--- src/rtl/mem_stage.sv ---
// Memory stage: drives loads/stores into a multi-cycle data memory and
// holds the pipeline until the access finishes. It also owns the MEM/WB register.
module mem_stage #(
    parameter int TIMEOUT = 64
) (
    input  logic        clk,
    input  logic        rst,
    input  logic        valid_in,
    input  logic        mem_to_reg_in,
    input  logic        mem_write_in,
    input  logic        reg_write_in,
    input  logic [15:0] result_in,
    input  logic [15:0] B_in,
    input  logic [2:0]  reg_wr_sel_in,
    input  logic        dump_in,
    output logic        mem_req,
    output logic        mem_wr,
    output logic [15:0] mem_addr,
    output logic [15:0] mem_wdata,
    input  logic [15:0] mem_rdata,
    input  logic        mem_done,
    output logic        stall_out,
    output logic        wb_valid,
    output logic        wb_we,
    output logic [2:0]  wb_sel,
    output logic [15:0] wb_data,
    output logic        halt_out,
    output logic        err_out
);

    typedef enum logic [1:0] {IDLE, BUSY, HALTED} state_t;

    state_t      state, state_n;
    logic [7:0]  cnt;
    logic [15:0] addr_q;
    logic [15:0] wdata_q;
    logic        acc;
    logic        unaligned;
    logic        req;
    logic        done_ok;
    logic        tmo;
    logic        alu_wb;

    assign acc       = valid_in & (mem_to_reg_in | mem_write_in);
    assign unaligned = (state == IDLE) & acc & result_in[0];
    assign req       = (state == IDLE) & acc & ~result_in[0];
    assign done_ok   = (state == BUSY) & mem_done;
    // The cycle that would bring the counter to TIMEOUT expires the access.
    assign tmo       = (state == BUSY) & ~mem_done
                     & (cnt == 8'(TIMEOUT - 1));
    assign alu_wb    = (state == IDLE) & valid_in & ~acc & ~dump_in;

    assign mem_req   = req;
    assign mem_wr    = req & mem_write_in;
    assign mem_addr  = req ? result_in : addr_q;
    assign mem_wdata = req ? B_in : wdata_q;

    assign stall_out = ((state == IDLE) & acc)
                     | ((state == BUSY) & ~mem_done)
                     | (state == HALTED);

    always_comb begin
        state_n = state;
        unique case (state)
            IDLE: begin
                if (unaligned)
                    state_n = HALTED;
                else if (acc)
                    state_n = BUSY;
                else if (valid_in & dump_in)
                    state_n = HALTED;
            end
            BUSY: begin
                if (mem_done)
                    state_n = IDLE;
                else if (tmo)
                    state_n = HALTED;
            end
            HALTED:  state_n = HALTED;
            default: state_n = IDLE;
        endcase
    end

    always_ff @(posedge clk) begin
        if (rst) begin
            state    <= IDLE;
            cnt      <= 8'd0;
            addr_q   <= 16'd0;
            wdata_q  <= 16'd0;
            wb_valid <= 1'b0;
            wb_we    <= 1'b0;
            wb_sel   <= 3'd0;
            wb_data  <= 16'd0;
            halt_out <= 1'b0;
            err_out  <= 1'b0;
        end else begin
            state    <= state_n;
            halt_out <= (state_n == HALTED);
            if (unaligned | tmo)
                err_out <= 1'b1;
            if (req) begin
                addr_q  <= result_in;
                wdata_q <= B_in;
                cnt     <= 8'd0;
            end else if (state == BUSY) begin
                cnt <= cnt + 8'd1;
            end
            // A store with the load bit also set still writes back result_in.
            if (done_ok) begin
                wb_valid <= 1'b1;
                wb_we    <= reg_write_in & ~mem_write_in;
                wb_sel   <= reg_wr_sel_in;
                wb_data  <= (mem_to_reg_in & ~mem_write_in)
                          ? mem_rdata : result_in;
            end else if (alu_wb) begin
                wb_valid <= 1'b1;
                wb_we    <= reg_write_in;
                wb_sel   <= reg_wr_sel_in;
                wb_data  <= result_in;
            end else begin
                wb_valid <= 1'b0;
                wb_we    <= 1'b0;
            end
        end
    end

endmodule

--- config.mk ---
export PLATFORM = sky130hd
export DESIGN_NAME = mem_stage
export DESIGN_NICKNAME = d
export VERILOG_FILES = /design/src/rtl/mem_stage.sv
export SDC_FILE = /design/constraint.sdc
export NUM_CORES = 1
export LEC_CHECK = 0
export BUFFER_PORTS_ARGS = -buffer_cell sky130_fd_sc_hd__buf_2
export CORE_MARGIN = 5
export CORE_UTILIZATION = 24
export DETAILED_ROUTE_END_ITERATION = 8
export MAX_ROUTING_LAYER = met4
export SLEW_MARGIN = 0
export SYNTH_ARGS = -nofsm -noshare
export SYNTH_HDL_FRONTEND = slang
export SYNTH_SLANG_ARGS = --single-unit
--- constraint.sdc ---
create_clock -name clk -period 2.5 [get_ports clk]
set_input_delay 0.5 -clock clk [delete_from_list [all_inputs] [get_ports clk]]
set_output_delay 0.5 -clock clk [all_outputs]
set_load 0.02 [all_outputs]
==> reports/metrics.yaml, run 1 <==
run_status:
  status: "completed"
setup_path:
  critPathRequiredTime_ns: 2.00
  arrival_ns: 1.90
  crit_type: "flop to primary output"
  critPathLaunchType: "flop"
  worstSetupEndpointType: "primary output"
  cp_max_fo: 15
sta:
  skew_ns: 0.00628
  final.period_utilization: 0.960
  fin_crit_ns: 2.40
  worst_slew_pin_slew_ns: 0.425
  holdWs_ns: 0.412
  setup_violations: 0
  slew_headroom: 0.717
  slew_violations: 0
  clock.fmax_mhz: 417
  finalHoldViolations: 0
cts:
  cts_hold_buf: 0
  cts_tree: "built"
  path_clk_slew_ns: 0.05
  root_buffer: "clkbuf_16"
  clock_latency_ns: 0.33
  h-tree-depth: 3
  cts_sinks: 65
  clk_path_buf_depth: 2
  cts_buffers: 9
synthesis:
  synth_fa_ha_area_frac: 0.00441
  synth-compound-area-share: 0.0710
  synth_top_family_by_area: "simple AND/OR/NAND/NOR gates"
  synth_top_area_frac: 0.459
  yosysWarnings: 0
  synth_cell_types: 38
  synth.mux.area_fraction: 0.168
  syn_area_mm2: 0.00284
  ys_ff_latch: 65
  synth_xor_area_frac: 0.0216
  synth.avg_cell_area_um2: 10.3
  synth-simple-area-share: 0.229
  netlist_instances: 275
  synth_nets: 335
  seq_area_frac_synth: 0.459
  yosys-top-cells-area: "dfxtp_1, mux2_4, and2b_1, a311oi_1, nand2_1"
  yosysTopAreaCell: "dfxtp_1"
route:
  drtAntennaViolNets: 0
  routedWlPerCell_um: 14.6
  drtPass1Iterations: 4
  vias: 2392
  viasPerCell: 4.42
  wirelength_um: 7910
  post-route-drc-count: 0
  drt_iter0_drc: 129
global_route:
  gr-total-overflow: 0
  grt_pass1_vias: 2480
  met1_usage: 0.132
  grt_pass1_wl_um: 12400
  grt_max_degree: 37
  use_met3: 0.0444
  use_met2: 0.174
  grt_busiest_layer: "met2"
  grt_usage: 0.114
  antenna_found_initial: 1
floorplan:
  chipWidth_um: 119
  ioPinCount: 117
  coreArea_mm2: 0.0115
  dieArea_mm2: 0.0141
  initial_core_util: 0.246
  rows: 39
  die_h_um: 119
pwr:
  powerDensity_mw_per_mm2: 743
  finalPower_mw: 2.90
  vdd_drop_max_uv: 245
  p_leak_nw: 1.89
hold_path:
  hold_path.class: "input pin to flop"
placement:
  dp_hpwl_um: 5620
  gp_congestion: 0.776
  placed_area_mm2: 0.00354
  port_buffers: 116
flow_run:
  drv_cap: 0
final_layout:
  n_fill_cell: 1191
  layout.nets: 452
  drive_gt1_frac: 0.433
  design_area_mm2: 0.00390
  syn_to_final_growth_pct: 37.5
[what timing repair did]
| item | 4_1_cts | 5_1_grt |
|---|---|---|
| buffers inserted | 0 | 1 |
| hold endpoints to repair | 0 | 0 |
| gates resized for setup | 0 | 2 |
| setup endpoints to repair | 0 | 15 |
[metrics by stage]
step | setup slack, ns | cells | setup TNS [ns] | util
global placement | 0.188 | 522 | 0 | 0.307
CTS | 0.0104 | 538 | 0 | 0.336
detailed placement | 0.149 | 522 | 0 | 0.307
finish | 0.101 | 541 | 0 | 0.339
global route | -0.0108 | 541 | -0.0138 | 0.339
floorplan | 0.379 | 275 | 0 | -
[per-layer routing]
metal / share of wire / up-vias
met1: 0.44 / 1115
met5: 0 / -
li1: - / 1178
met2: 0.45 / 87
met3: 0.086 / 12
met4: 0.016 / 0
[worst max-delay path, cell delays in order (launching register included)]
cell	delay [ns]
dfxtp_1	0.42
nor4_4	0.25
buf_4	0.18
clkbuf_16	0.20
mux2_2	0.35
buf_2	0.16
[final timing paths]
| path | cells after the start | slack (ns) | startpoint | endpoint |
|---|---|---|---|---|
| max | 5 | 0.10 | state[0] | mem_wdata[1] |
| min | 2 | 0.41 | reg_write_in | wb_we |
| max reg2reg | 5 | 0.73 | state[0] | wb_sel[2] |
| min reg2reg | 2 | 0.45 | err_out | err_out |
[cell type report]
cell class	count	area, um^2	share of cell area
Antenna cell	1	2.50	0.000641
Clock buffer	11	253	0.0648
Clock inverter	5	77.6	0.0199
Inverter	2	7.51	0.00192
Multi-Input combinational cell	188	1400	0.359
Sequential cell	65	1300	0.334
Tap cell	143	179	0.0459
Timing Repair Buffer	126	681	0.174
[cells in the final DEF, fill, tap and decap left out, drive strengths merged, types with 3 or more instances in the layout]
master,instances
a21oi,4
a311oi,16
and2b,23
buf,125
clkbuf,12
dfxtp,65
mux2,31
mux2i,4
nand2,36
nor2,22
nor2b,12
nor3,11
xnor2,3
xor2,4
[state kept, by name, indices dropped and copies added (netlist names)]
name      cells
addr_q       16
wb_data      16
wdata_q      16
cnt           8
wb_sel        3
state         2
err_out       1
halt_out      1
wb_valid      1
wb_we         1
[cells by family after synthesis]
kind of cell	Yosys count
AND/OR/NAND/NOR	119
flip-flops	65
multiplexers	35
AO/OA/AOI/OAI	26
buffers and inverters	22
XOR/XNOR	7
adder cells (fa/ha/maj)	1
[report_power, final]
part	total, mW	internal [mW]	leakage, nW	switching [mW]
sequential	1.11	1.08	0.529	0.0205
combinational	0.419	0.188	1.20	0.230
clock	1.37	0.923	0.162	0.451
[cells in the mapped netlist]
cell,n
a21o_1,2
a21oi_1,4
a311oi_1,16
a31oi_1,1
a32oi_1,1
and2_1,1
and2b_1,23
and3_1,2
and3b_1,2
and4b_1,1
buf_2,3
buf_4,5
buf_6,4
clkbuf_1,7
clkbuf_2,1
dfxtp_1,65
ha_1,1
inv_1,2
mux2_1,3
mux2_2,5
mux2_4,23
mux2i_1,4
nand2_1,36
nand2b_1,1
nand3_1,1
nand3b_1,1
nand4_1,2
nor2_1,22
nor2b_1,12
nor3_1,11
nor3b_1,1
nor4_4,1
nor4b_2,1
o21ai_1,1
o22ai_1,1
or4_1,1
xnor2_1,3
xor2_1,4
(Power assumes the default switching activity.)
==> run 2: changes to the inputs <==
--- a/config.mk
+++ b/config.mk
@@ -7,9 +7,10 @@
 export LEC_CHECK = 0
 export BUFFER_PORTS_ARGS = -buffer_cell sky130_fd_sc_hd__buf_2
 export CORE_MARGIN = 5
-export CORE_UTILIZATION = 24
+export CORE_UTILIZATION = 48
 export DETAILED_ROUTE_END_ITERATION = 8
 export MAX_ROUTING_LAYER = met4
+export PLACE_DENSITY = 0.8
 export SLEW_MARGIN = 0
 export SYNTH_ARGS = -nofsm -noshare
 export SYNTH_HDL_FRONTEND = slang
==> reports/metrics.yaml, run 2 (synthesis gave the netlist of run 1 again) <==
run_status:
  status: "completed"  # unchanged
setup_path:
  max_stage_delay_ns: 0.38  # was 0.42 ns
  critPathLaunchType: "flop"  # unchanged
  rrSetupSlack_ns: 0.70  # was 0.73 ns
  cp_max_fo: 14  # was 15
  cp_slowest_cell: "dfxtp_2"  # was dfxtp_1
  worstSetupEndpointType: "primary output"  # unchanged
  r2r_cells: 6  # was 5
  arrival_ns: 1.94  # was 1.90 ns
  crit_type: "flop to primary output"  # unchanged
  critPathRequiredTime_ns: 2.00  # about the same
  worstPathCellList: "nor4_4, buf_4, buf_12, mux2_2, buf_2"  # was nor4_4, buf_4, clkbuf_16, mux2_2, buf_2
cts:
  clk_path_buf_depth: 2  # unchanged
  path_clk_slew_ns: 0.07  # was 0.05 ns
  cts_buffers: 9  # unchanged
  cts_sinks: 65  # unchanged
  cts_hold_buf: 0  # unchanged
  root_buffer: "clkbuf_8"  # was clkbuf_16
  h-tree-depth: 3  # unchanged
  cts_tree: "built"  # unchanged
  clock_latency_ns: 0.32  # was 0.33 ns
pwr:
  powerDensity_mw_per_mm2: 680  # was 743 mW/mm^2
  vdd_drop_max_uv: 397  # was 245 uV
  p_leak_nw: 1.84  # was 1.89 nW
sta:
  slew_violations: 0  # unchanged
  slew_headroom: 0.616  # was 0.717
  final.period_utilization: 0.975  # was 0.960
  clock.fmax_mhz: 410  # was 417 MHz
  worst_slew_pin_slew_ns: 0.576  # was 0.425 ns
  skew_ns: 0.00947  # was 0.00628 ns
  finalHoldViolations: 0  # unchanged
  setup_violations: 0  # unchanged
  setup_tns_ns: 0  # unchanged
  fin_crit_ns: 2.44  # was 2.40 ns
final_layout:
  syn_to_final_growth_pct: 30.8  # was 37.5%
  n_fill_cell: 500  # was 1,191
  final_cell_mix: "buf_2, dfxtp_1, nand2_1"  # unchanged
  top_regs: "addr_q x16, wb_data x16, wdata_q x16"  # unchanged
  final_common_cell: "buf_2"  # unchanged
  drive_gt1_frac: 0.430  # was 0.433
  design_area_mm2: 0.00371  # was 0.00390 mm^2
  n_antenna_cell: 0  # was 1
  fin_cells: 470  # was 541
  layout.nets: 450  # was 452
route:
  wirelength_um: 6930  # was 7910 um
  wl_met2_um: 3230  # was 3600 um
  routedWlPerCell_um: 14.7  # was 14.6 um
  met1Wirelength_um: 3050  # was 3500 um
  drtPass1Iterations: 4  # unchanged
  wl_met3_um: 538  # was 682 um
  drtAntennaViolNets: 0  # unchanged
  viasPerCell: 4.99  # was 4.42
  dr.max_layer_used: "met4"  # unchanged
  drt_iter0_drc: 111  # was 129
  vias: 2345  # was 2,392
  post-route-drc-count: 0  # unchanged
placement:
  dp_hpwl_um: 5030  # was 5620 um
  gp_congestion: 0.803  # was 0.776
  port_buffers: 116  # unchanged
  dp.cells: 453  # was 522
  placed_area_mm2: 0.00347  # was 0.00354 mm^2
global_route:
  gr-total-overflow: 0  # unchanged
  grt_max_degree: 63  # was 37
  grt_pass1_vias: 2342  # was 2,480
  antenna_found_initial: 0  # was 1
  grt_usage: 0.188  # was 0.114
  grt_pass1_wl_um: 10800  # was 12,400 um
floorplan:
  coreArea_mm2: 0.00585  # was 0.0115 mm^2
  dieArea_mm2: 0.00755  # was 0.0141 mm^2
  rows: 28  # was 39
  ioPinCount: 117  # unchanged
  chipWidth_um: 86.9  # was 119 um
  die_h_um: 86.9  # was 119 um
  initial_core_util: 0.485  # was 0.246
flow_run:
  drv_cap: 0  # unchanged
hold_path:
  hold_path.class: "input pin to flop"  # unchanged
  hold-path-cell-count: 2  # unchanged
[run 2: cell types whose count changed in the layout (fill, tap and decap cells not counted)]
| cell | before | now |
|---|---|---|
| buf_12 | 0 | 3 |
| buf_4 | 7 | 5 |
| buf_6 | 2 | 0 |
| clkbuf_1 | 0 | 1 |
| clkbuf_16 | 10 | 0 |
| clkbuf_8 | 2 | 11 |
| clkinv_2 | 2 | 1 |
| clkinvlp_4 | 1 | 0 |
| dfxtp_1 | 65 | 64 |
| dfxtp_2 | 0 | 1 |
| diode_2 | 1 | 0 |
| inv_6 | 0 | 1 |
[run 2: cell type report]
| cell class | instances | area (um^2) | area share |
|---|---|---|---|
| Multi-Input combinational cell | 188 | 1400 | 0.377 |
| Sequential cell | 65 | 1300 | 0.351 |
| Tap cell | 75 | 93.8 | 0.0253 |
| Timing Repair Buffer | 124 | 678 | 0.183 |
| Clock inverter | 4 | 73.8 | 0.0199 |
| Clock buffer | 12 | 155 | 0.0418 |
| Inverter | 2 | 7.51 | 0.00202 |
[run 2: stage by stage]
stage / setup slack, ns / utilization / hold slack [ns] / total power [mW]
final: 0.0619 / 0.634 / 0.422 / 2.52
after global routing: -0.0173 / 0.634 / 0.415 / 2.63
after CTS: 0.0517 / 0.633 / 0.397 / 2.55
after detailed placement: 0.137 / 0.594 / 0.443 / 1.54
after global placement: 0.187 / 0.594 / 0.430 / 1.53
after floorplan: 0.379 / - / 0.452 / 1.40
[run 2: what timing repair did]
action                                  CTS  global route
resized for setup                         0             1
buffers inserted                          0             1
endpoints found under the setup margin    6             8
pin swaps                                 1             1
[run 2: power by group]
part	leakage, nW	internal, mW	switching, mW
registers	0.529	1.08	0.0208
logic	1.20	0.188	0.227
clock network	0.117	0.619	0.384
[run 2: metal layers]
| metal | GRT usage | vias up |
|---|---|---|
| met3 | 0.0360 | 9 |
| met1 | 0.226 | 1073 |
| met4 | 0.0836 | 0 |
| li1 | - | 1173 |
| met2 | 0.306 | 90 |
| met5 | - | - |
[run 2: worst max-delay path, delay by kind of cell (launching register included)]
family | cells | cell delay, ns
buffers and inverters | 3 | 0.51
DFF | 1 | 0.38
muxes | 1 | 0.35
and+or+nand+nor | 1 | 0.37
[run 2: final timing paths]
kind,from,endpoint
worst max-delay path,state[1],mem_addr[15]
worst min register to register,err_out,err_out
worst max register to register,state[0],wb_data[13]
worst min-delay path,reg_write_in,wb_we
